**src/rtl/decode_pkg.sv**
```systemverilog
// Shared opcode map, immediate-mode encodings and decoded bundle for the ID stage.
package decode_pkg;

    localparam logic [5:0] OP_RTYPE = 6'h00;
    localparam logic [5:0] OP_J     = 6'h02;
    localparam logic [5:0] OP_JAL   = 6'h03;
    localparam logic [5:0] OP_BEQ   = 6'h04;
    localparam logic [5:0] OP_BNE   = 6'h05;
    localparam logic [5:0] OP_ADDI  = 6'h08;
    localparam logic [5:0] OP_ADDIU = 6'h09;
    localparam logic [5:0] OP_SLTI  = 6'h0A;
    localparam logic [5:0] OP_ANDI  = 6'h0C;
    localparam logic [5:0] OP_ORI   = 6'h0D;
    localparam logic [5:0] OP_XORI  = 6'h0E;
    localparam logic [5:0] OP_LUI   = 6'h0F;
    localparam logic [5:0] OP_LW    = 6'h23;
    localparam logic [5:0] OP_SW    = 6'h2B;

    localparam logic [1:0] IMM_SEXT = 2'd0;
    localparam logic [1:0] IMM_ZEXT = 2'd1;
    localparam logic [1:0] IMM_LUI  = 2'd2;
    localparam logic [1:0] IMM_NONE = 2'd3;

    localparam logic [4:0] REG_RA = 5'd31;

    typedef enum logic [1:0] {
        ST_EMPTY = 2'd0,
        ST_FULL  = 2'd1,
        ST_SKID  = 2'd2
    } state_e;

    // XLEN-independent part of a decoded instruction
    typedef struct packed {
        logic [5:0] opcode;
        logic [4:0] rs;
        logic [4:0] rt;
        logic [4:0] rd;
        logic [4:0] shamt;
        logic [5:0] funct;
        logic [1:0] imm_kind;
        logic [4:0] dest_reg;
        logic       reg_write;
        logic       is_rtype;
        logic       is_branch;
        logic       is_jump;
        logic       is_illegal;
    } dec_ctl_t;

    // Bundle value held in empty registers: everything zero, no immediate
    function automatic dec_ctl_t ctl_reset();
        dec_ctl_t c;
        c          = '0;
        c.imm_kind = IMM_NONE;
        return c;
    endfunction

endpackage

```
**src/rtl/id_decode_fields.sv**
```systemverilog
// Combinational MIPS field split, immediate extension and target computation.
module id_decode_fields
    import decode_pkg::*;
#(
    parameter int unsigned XLEN      = 32,
    parameter int unsigned LUI_SHIFT = 16
) (
    input  logic [31:0]     instr,
    input  logic [XLEN-1:0] pc,
    output dec_ctl_t        ctl,
    output logic [XLEN-1:0] imm_ext,
    output logic [XLEN-1:0] br_target,
    output logic [XLEN-1:0] j_target
);

    logic [15:0]     imm16;
    logic [XLEN-1:0] imm_sext;
    logic [XLEN-1:0] pc_plus4;

    assign imm16    = instr[15:0];
    assign imm_sext = {{(XLEN-16){imm16[15]}}, imm16};
    assign pc_plus4 = pc + XLEN'(4);

    // Targets wrap modulo 2^XLEN; jump keeps the upper region bits of pc+4
    assign br_target = pc_plus4 + {imm_sext[XLEN-3:0], 2'b00};
    assign j_target  = {pc_plus4[XLEN-1:28], instr[25:0], 2'b00};

    // Opcode classification; illegal opcodes clear every class flag
    always_comb begin
        ctl            = '0;
        ctl.opcode     = instr[31:26];
        ctl.rs         = instr[25:21];
        ctl.rt         = instr[20:16];
        ctl.rd         = instr[15:11];
        ctl.shamt      = instr[10:6];
        ctl.funct      = instr[5:0];
        ctl.imm_kind   = IMM_NONE;
        ctl.dest_reg   = instr[20:16];
        ctl.reg_write  = 1'b1;
        case (instr[31:26])
            OP_RTYPE: begin
                ctl.is_rtype = 1'b1;
                ctl.dest_reg = instr[15:11];
            end
            OP_J: begin
                ctl.is_jump   = 1'b1;
                ctl.reg_write = 1'b0;
            end
            OP_JAL: begin
                ctl.is_jump  = 1'b1;
                ctl.dest_reg = REG_RA;
            end
            OP_BEQ, OP_BNE: begin
                ctl.is_branch = 1'b1;
                ctl.imm_kind  = IMM_SEXT;
                ctl.reg_write = 1'b0;
            end
            OP_ADDI, OP_ADDIU, OP_SLTI, OP_LW: ctl.imm_kind = IMM_SEXT;
            OP_SW: begin
                ctl.imm_kind  = IMM_SEXT;
                ctl.reg_write = 1'b0;
            end
            OP_ANDI, OP_ORI, OP_XORI: ctl.imm_kind = IMM_ZEXT;
            OP_LUI:                   ctl.imm_kind = IMM_LUI;
            default: begin
                ctl.is_illegal = 1'b1;
                ctl.reg_write  = 1'b0;
            end
        endcase
    end

    // Immediate extension selected by the decoded mode
    always_comb begin
        imm_ext = '0;
        case (ctl.imm_kind)
            IMM_SEXT: imm_ext = imm_sext;
            IMM_ZEXT: imm_ext = XLEN'(imm16);
            IMM_LUI:  imm_ext = XLEN'(imm16) << LUI_SHIFT;
            default:  imm_ext = '0;
        endcase
    end

endmodule

```
**src/rtl/id_decode_stage.sv**
```systemverilog
// Registered decode stage with a one-entry skid buffer and synchronous flush.
module id_decode_stage
    import decode_pkg::*;
#(
    parameter int unsigned XLEN      = 32,
    parameter int unsigned LUI_SHIFT = 16
) (
    input  logic            clk,
    input  logic            reset,
    input  logic            flush,
    input  logic            in_valid,
    output logic            in_ready,
    input  logic [31:0]     in_instr,
    input  logic [XLEN-1:0] in_pc,
    output logic            out_valid,
    input  logic            out_ready,
    output logic [5:0]      opcode,
    output logic [4:0]      rs,
    output logic [4:0]      rt,
    output logic [4:0]      rd,
    output logic [4:0]      shamt,
    output logic [5:0]      funct,
    output logic [XLEN-1:0] imm_ext,
    output logic [1:0]      imm_kind,
    output logic [XLEN-1:0] br_target,
    output logic [XLEN-1:0] j_target,
    output logic [4:0]      dest_reg,
    output logic            reg_write,
    output logic            is_rtype,
    output logic            is_branch,
    output logic            is_jump,
    output logic            is_illegal
);

    dec_ctl_t        dec_ctl;
    logic [XLEN-1:0] dec_imm, dec_br, dec_j;

    state_e          state_q;
    logic            out_valid_q, in_ready_q;
    dec_ctl_t        out_ctl_q, skid_ctl_q;
    logic [XLEN-1:0] out_imm_q, out_br_q, out_j_q;
    logic [XLEN-1:0] skid_imm_q, skid_br_q, skid_j_q;

    logic accept, drain;

    id_decode_fields #(
        .XLEN      (XLEN),
        .LUI_SHIFT (LUI_SHIFT)
    ) u_fields (
        .instr     (in_instr),
        .pc        (in_pc),
        .ctl       (dec_ctl),
        .imm_ext   (dec_imm),
        .br_target (dec_br),
        .j_target  (dec_j)
    );

    assign accept = in_valid & in_ready_q;
    assign drain  = out_valid_q & out_ready;

    // Handshake state, output register and skid register
    always_ff @(posedge clk) begin
        if (reset) begin
            state_q     <= ST_EMPTY;
            out_valid_q <= 1'b0;
            in_ready_q  <= 1'b1;
            out_ctl_q   <= ctl_reset();
            out_imm_q   <= '0;
            out_br_q    <= '0;
            out_j_q     <= '0;
            skid_ctl_q  <= ctl_reset();
            skid_imm_q  <= '0;
            skid_br_q   <= '0;
            skid_j_q    <= '0;
        end else if (flush) begin
            state_q     <= ST_EMPTY;
            out_valid_q <= 1'b0;
            in_ready_q  <= 1'b1;
        end else begin
            case (state_q)
                ST_EMPTY: begin
                    if (accept) begin
                        out_ctl_q   <= dec_ctl;
                        out_imm_q   <= dec_imm;
                        out_br_q    <= dec_br;
                        out_j_q     <= dec_j;
                        out_valid_q <= 1'b1;
                        state_q     <= ST_FULL;
                    end
                end
                ST_FULL: begin
                    if (accept && drain) begin
                        out_ctl_q <= dec_ctl;
                        out_imm_q <= dec_imm;
                        out_br_q  <= dec_br;
                        out_j_q   <= dec_j;
                    end else if (accept) begin
                        skid_ctl_q <= dec_ctl;
                        skid_imm_q <= dec_imm;
                        skid_br_q  <= dec_br;
                        skid_j_q   <= dec_j;
                        in_ready_q <= 1'b0;
                        state_q    <= ST_SKID;
                    end else if (drain) begin
                        out_valid_q <= 1'b0;
                        state_q     <= ST_EMPTY;
                    end
                end
                ST_SKID: begin
                    if (drain) begin
                        out_ctl_q  <= skid_ctl_q;
                        out_imm_q  <= skid_imm_q;
                        out_br_q   <= skid_br_q;
                        out_j_q    <= skid_j_q;
                        in_ready_q <= 1'b1;
                        state_q    <= ST_FULL;
                    end
                end
                default: begin
                    state_q     <= ST_EMPTY;
                    out_valid_q <= 1'b0;
                    in_ready_q  <= 1'b1;
                end
            endcase
        end
    end

    assign in_ready   = in_ready_q;
    assign out_valid  = out_valid_q;
    assign opcode     = out_ctl_q.opcode;
    assign rs         = out_ctl_q.rs;
    assign rt         = out_ctl_q.rt;
    assign rd         = out_ctl_q.rd;
    assign shamt      = out_ctl_q.shamt;
    assign funct      = out_ctl_q.funct;
    assign imm_ext    = out_imm_q;
    assign imm_kind   = out_ctl_q.imm_kind;
    assign br_target  = out_br_q;
    assign j_target   = out_j_q;
    assign dest_reg   = out_ctl_q.dest_reg;
    assign reg_write  = out_ctl_q.reg_write;
    assign is_rtype   = out_ctl_q.is_rtype;
    assign is_branch  = out_ctl_q.is_branch;
    assign is_jump    = out_ctl_q.is_jump;
    assign is_illegal = out_ctl_q.is_illegal;

endmodule

```
**config.mk**
```make
export PLATFORM = sky130hd
export DESIGN_NAME = id_decode_stage
export DESIGN_NICKNAME = d
export VERILOG_FILES = /design/src/rtl/decode_pkg.sv /design/src/rtl/id_decode_fields.sv /design/src/rtl/id_decode_stage.sv
export SDC_FILE = /design/constraint.sdc
export NUM_CORES = 1
export LEC_CHECK = 0
export ABC_AREA = 1
export CAP_MARGIN = 20
export CORE_ASPECT_RATIO = 1.4
export CORE_MARGIN = 4
export CORE_UTILIZATION = 30
export DETAILED_ROUTE_END_ITERATION = 8
export HOLD_SLACK_MARGIN = 0.06
export PLACE_DENSITY = 0.52
export SYNTH_ARGS = -nofsm -noshare
export SYNTH_HDL_FRONTEND = slang
export SYNTH_HIERARCHICAL = 1
export SYNTH_SLANG_ARGS = --single-unit
export TNS_END_PERCENT = 30
```
**constraint.sdc**
```tcl
create_clock -name clk -period 4.48 [get_ports clk]
set_input_delay 0.448 -clock clk [delete_from_list [all_inputs] [get_ports clk]]
set_output_delay 0.448 -clock clk [all_outputs]
set_load 0.1 [all_outputs]
```
After elaboration in Yosys (flattened, before gate mapping). Index checks and enable logic that the tools add are counted.

Add/sub/neg operators: 2. Equality and inequality tests: 25. Mux-type cells: 39. Bitwise logic cells: 6. Reductions and logical operators: 17.

Operator list (count): case mux 32 bit (3 select lines) (4); two-way mux 32 bit (9); two-way mux 44 bit (3); case mux 44 bit (3 select lines) (1); == test 6 x 4 -> 1 bit (second input constant) (7); adder 32 x 3 -> 32 bit (second input constant) (1); adder 32 bit (1); inequality test 2 bit (second input constant) (7); OR reduction 14 bit (1); == test 6 x 2 -> 1 bit (second input constant) (2); == test 6 x 3 -> 1 bit (second input constant) (2); == test 6 bit (second input constant) (2); two-way mux 1 bit (12); case mux 2 bit (3 select lines) (2); AND reduction 4 bit (3); two-way mux 2 bit (5); case mux 5 bit (2 select lines) (1); AND reduction 5 bit (2); OR reduction 10 bit (1); OR reduction 7 bit (1); zero test 6 bit (1); case mux 1 bit (3 select lines) (2); OR reduction 2 bit (3); == test 2 x 1 -> 1 bit (second input constant) (2); 8 further kinds (14).

Register bits after elaboration: 282. Logic and storage cells: 124. Input port bits: 69. Output and inout port bits: 142.

Depth between registers and ports, before layout.
Depth in word-level cells: 7. Depth in mapped cells: 26. Mapped depth without buffers: 26.

By module. The synthesis kept the hierarchy.

Modules (own cells, without submodules): id_decode_stage (cells an instance 2000, times used 1, area each 12652.1 µm², seq. area each 5685.5 µm²); id_decode_fields (cells an instance 660, times used 1, area each 3579.7 µm², seq. area each 0.0 µm²).

Worst setup path before layout. No wires, ideal clock.

Kind: input-to-reg. Start: input in_pc[2]. End: register out_br_q[25] (netlist: br_target[25]). Path buffers: 0. Cell stages on the path: 22. Setup time: 0.117 ns. Required time: 4.363 ns. Arrival: 2.684 ns. Path slack: 1.680 ns. Path through: ha_1 nand2_1 inv_2 nand4_2 nor2_1 nand2_1 nor2_1 xor2_1 ha_1 nand2_1 nor2_1 inv_1 nor3_1 nand3_1 nand3_1 nand2_1 nand2_1 nand2_1 inv_1 nand3_1 nand2_1 nor2_1.

Longest elaborated chain between the ends: 4.

Ends and longest elaborated chain: from (decl) (RTL line id_decode_stage.sv:14) `input logic [XLEN-1:0] in_pc,`; adder 32 x 3 -> 32 bit * (RTL line id_decode_fields.sv:22) `assign pc_plus4 = pc + XLEN'(4);`; adder 32 bit * (RTL line id_decode_fields.sv:25) `assign br_target = pc_plus4 + {imm_sext[XLEN-3:0], 2'b00};`; net dec_br[25] (RTL line id_decode_stage.sv:36) `logic [XLEN-1:0] dec_imm, dec_br, dec_j;`; two-way mux 32 bit, on equally long branches (RTL line id_decode_stage.sv:92, id_decode_stage.sv:82); case mux 32 bit (3 select lines) * (RTL line id_decode_stage.sv:80) `case (state_q)`; to (signal assigned) (RTL line id_decode_stage.sv:85) `out_br_q <= dec_br;`; to (signal assigned) (RTL line id_decode_stage.sv:95) `out_br_q <= dec_br;`; to (signal assigned) (RTL line id_decode_stage.sv:113) `out_br_q <= skid_br_q;`; to (decl) (RTL line id_decode_stage.sv:41) `logic [XLEN-1:0] out_imm_q, out_br_q, out_j_q;`.

Mark *: on every way through the listed nets, which the timed path passes. The rest lies on a longest branch. The select of a mux whose other input is x is not followed. A chain may end at the register's enable or synchronous reset.

Worst setup path in the final report. Same ends and word-level chain as after synthesis.

==> results.toml <==
[power_and_ir_drop]
swShare = 0.381
pwr-share-comb = 0.308
power.share.clock = 0.322
pwr-share-seq = 0.370
internal-power_mw = 4.64
ir_worst_vdd_mv = 0.214
powerDensity_mw_per_mm2 = 387
p_switching_mw = 2.85
p_leak_nw = 8.94

[yosys]
ys_seq_elements = 284
avgSynthCellArea_um2 = 6.10
synth_seq_area_share = 0.350
ys_top_cells_by_area = "dfxtp_1, nand2_1, nor2_1"
synth-async-reset-ratio = 0
ys.flop_type = "dfxtp_1"
synth_top_area_frac = 0.350
synth_top_area_cell = "dfxtp_1"
synth_cell_types = 41
synth_warnings = 6
syn_inst = 2660
synthesis.area_mm2 = 0.0162
synth_edf_count = 0

[final_layout]
largest_reg_flops = 44
fin_util = 0.363
area_growth_pct = 19.3
stdcell_count = 3468
drive_gt1_frac = 0.0421
diodes = 0
regMostFlops = "skid_ctl_q"
fin_nets = 2839
fillers = 5928
regArea_mm2 = 0.00569
multi_input_area_mm2 = 0.00851

[floorplan]
rows = 100
core_mm2 = 0.0534
io_pins = 211
die_w_um = 205
start_util = 0.304
die_area_mm2 = 0.0579
die_h_um = 283

[critical_path]
required_ns = 4.94
rr_worst_depth = 8
critPathKind = "input port to flop"
reg2reg_to = "skid_br_q[16]"
critPathLaunchType = "input port"
critPathLaunch = "in_pc[2]"
worst-path-max-fanout = 5
r2r_start = "state_q[1]"
rrSetupSlack_ns = 1.95
arrival_ns = 4.09
endpoint_kind = "flop"

[clocking]
cts_htree_levels = 1
clkLatencyLatePin_ns = 0.57
cts_buffers = 31
cts_hold_buf = 0
cts.repair.resized = 0
cts.path.max_buffers = 3
clock-root-buffer = "clkbuf_16"
cts.clk_slew.worst_paths_ns = 0.06
cts_tree = "built"
clock-sinks = 284
postCtsSetupBuffers = 0

[hold_path]
hold_path_end = "skid_ctl_q[10]"
hold_depth = 2
min-delay-path-class = "flop to flop"
hp-start = "skid_ctl_q[10]"

[sta]
slew-limit-headroom = 0.221
hold_viol = 0
skew_ns = 0.0147
finalSetupViolCount = 0
drv_slew = 0
whs_ns = 0.474
rsz0062_at_grt = "no"
max_clock_freq_mhz = 275
worst-slew-pin-transition_ns = 1.16
tns_ns = 0
finalCritPeriodShare = 0.811
finalCriticalPeriod_ns = 3.63

[global_routing]
grt_max_degree = 143
first_global_vias = 15300
grt_pass1_wl_mm = 89.7
grt-ovfl-total = 0
grtUsageTotal = 0.194
grt_antenna_before_repair = 0

[drt]
wl_met2_mm = 29.0
drt-vias-per-instance = 4.60
ant_nets = 0
drc_errors = 0
routed_wl_mm = 58.2
num_vias = 16000
highest_layer = "met4"
met3_length_mm = 2.31
drt-met1-wl_mm = 24.6
first_pass_iters = 5
drtIter0Drc = 967
wl_per_cell_um = 16.8

[run]
maxCapViolCount = 0

[placement]
dp.cells = 3417
globalplace.congestion = 0.939
dp_hpwl_mm = 41.8
portBuffers = 210

[status]
outcome = "finished clean"
## synthesized netlist by cell type, drive strengths merged, types with 6 or more instances
library cell / number
inv: 246
a21oi: 36
dfxtp: 284
clkbuf: 54
o21bai: 7
nand4: 13
nand3: 183
o211ai: 6
buf: 147
xor2: 29
nand2: 768
o21ai: 167
xnor2: 14
nor3: 9
ha: 33
nor2: 651
## per-layer routing
metal  GRT usage  vias up
met5           0        -
met4      0.0719        0
met3      0.0223       86
met2       0.348      343
met1       0.236     7282
li1            -     8240
## kinds of logic (layout without fill, tap and decap cells)
group | count (synthesis) | in the layout | share of synthesized area
simple gates | 1632 | 1632 | 0.402
buf+inv | 448 | 541 | 0.127
flops | 284 | 284 | 0.350
compound gates | 218 | 218 | 0.0702
xor+xnor | 43 | 43 | 0.0232
fa+ha+maj | 34 | 34 | 0.0267
other cells | 1 | 2 | 0.000231
## stage by stage
| stage | worst slack, ns | cell area, µm² | power [mW] |
|---|---|---|---|
| 6_report | 0.848 | 19400 | 7.49 |
| 5_1_grt | 0.496 | 19400 | 7.86 |
| 4_1_cts | 0.807 | 19400 | 7.61 |
| 3_5_place_dp | 0.196 | 18400 | 5.16 |
| 3_3_place_gp | 0.229 | 18400 | 5.16 |
| 2_1_floorplan | 1.68 | 16200 | 4.52 |
## placed cells by master, fill, tap and decap left out, drive strengths merged
master / count
o211ai: 6
dfxtp: 284
clkinvlp: 3
or2: 2
xor2: 29
nand2: 768
buf: 33
nor4: 2
fa: 1
nor3: 9
clkbuf: 48
ha: 33
nand4: 13
nand3b: 2
and3: 1
inv: 247
o21ai: 167
xnor2: 14
o21a: 2
clkdlybuf4s50: 210
and2: 1
o21bai: 7
a21oi: 36
conb: 2
nor2: 651
nand3: 183
## critical path: stages
cell,delay (ns)
clkdlybuf4s50_1,0.51
ha_1,0.18
nand2_1,0.07
inv_2,0.08
nand4_2,0.16
nor2_1,0.28
nand2_1,0.15
nor2_1,0.15
xor2_1,0.31
ha_1,0.39
nand2_1,0.15
inv_1,0.05
a21oi_1,0.25
o21ai_0,0.14
a21oi_1,0.22
nand2_1,0.08
nand2_1,0.06
nand2_1,0.06
nand2_1,0.06
nand2_1,0.05
inv_1,0.05
nand3_1,0.07
nand2_1,0.10
nor2_1,0.04
## layout make-up
| cell class | instances | share of cell area |
|---|---|---|
| sequential | 284 | 0.294 |
| clock inverter | 3 | 0.00116 |
| clock buffer | 48 | 0.0465 |
| tap | 714 | 0.0461 |
| inverter | 247 | 0.0485 |
| timing repair buffer | 243 | 0.125 |
| multi-input combinational | 1929 | 0.440 |
## how the worst max path moves through the flow
stage                    end  cells after the start
6_report       br_target[25]                     24
5_1_grt        br_target[25]                     23
4_1_cts        br_target[17]                     19
3_5_place_dp   br_target[17]                     19
3_3_place_gp   br_target[17]                     19
2_1_floorplan  br_target[25]                     22
## power groups by stage
stage | combinational, mW | clock (mW) | sequential [mW]
2_1_floorplan | 0.862 | 0 | 3.66
3_3_place_gp | 2.34 | 0 | 2.83
3_5_place_dp | 2.33 | 0 | 2.83
4_1_cts | 2.34 | 2.49 | 2.77
5_1_grt | 2.49 | 2.58 | 2.79
6_report | 2.31 | 2.41 | 2.77
Note: power is estimated with default switching activity, not from simulation.
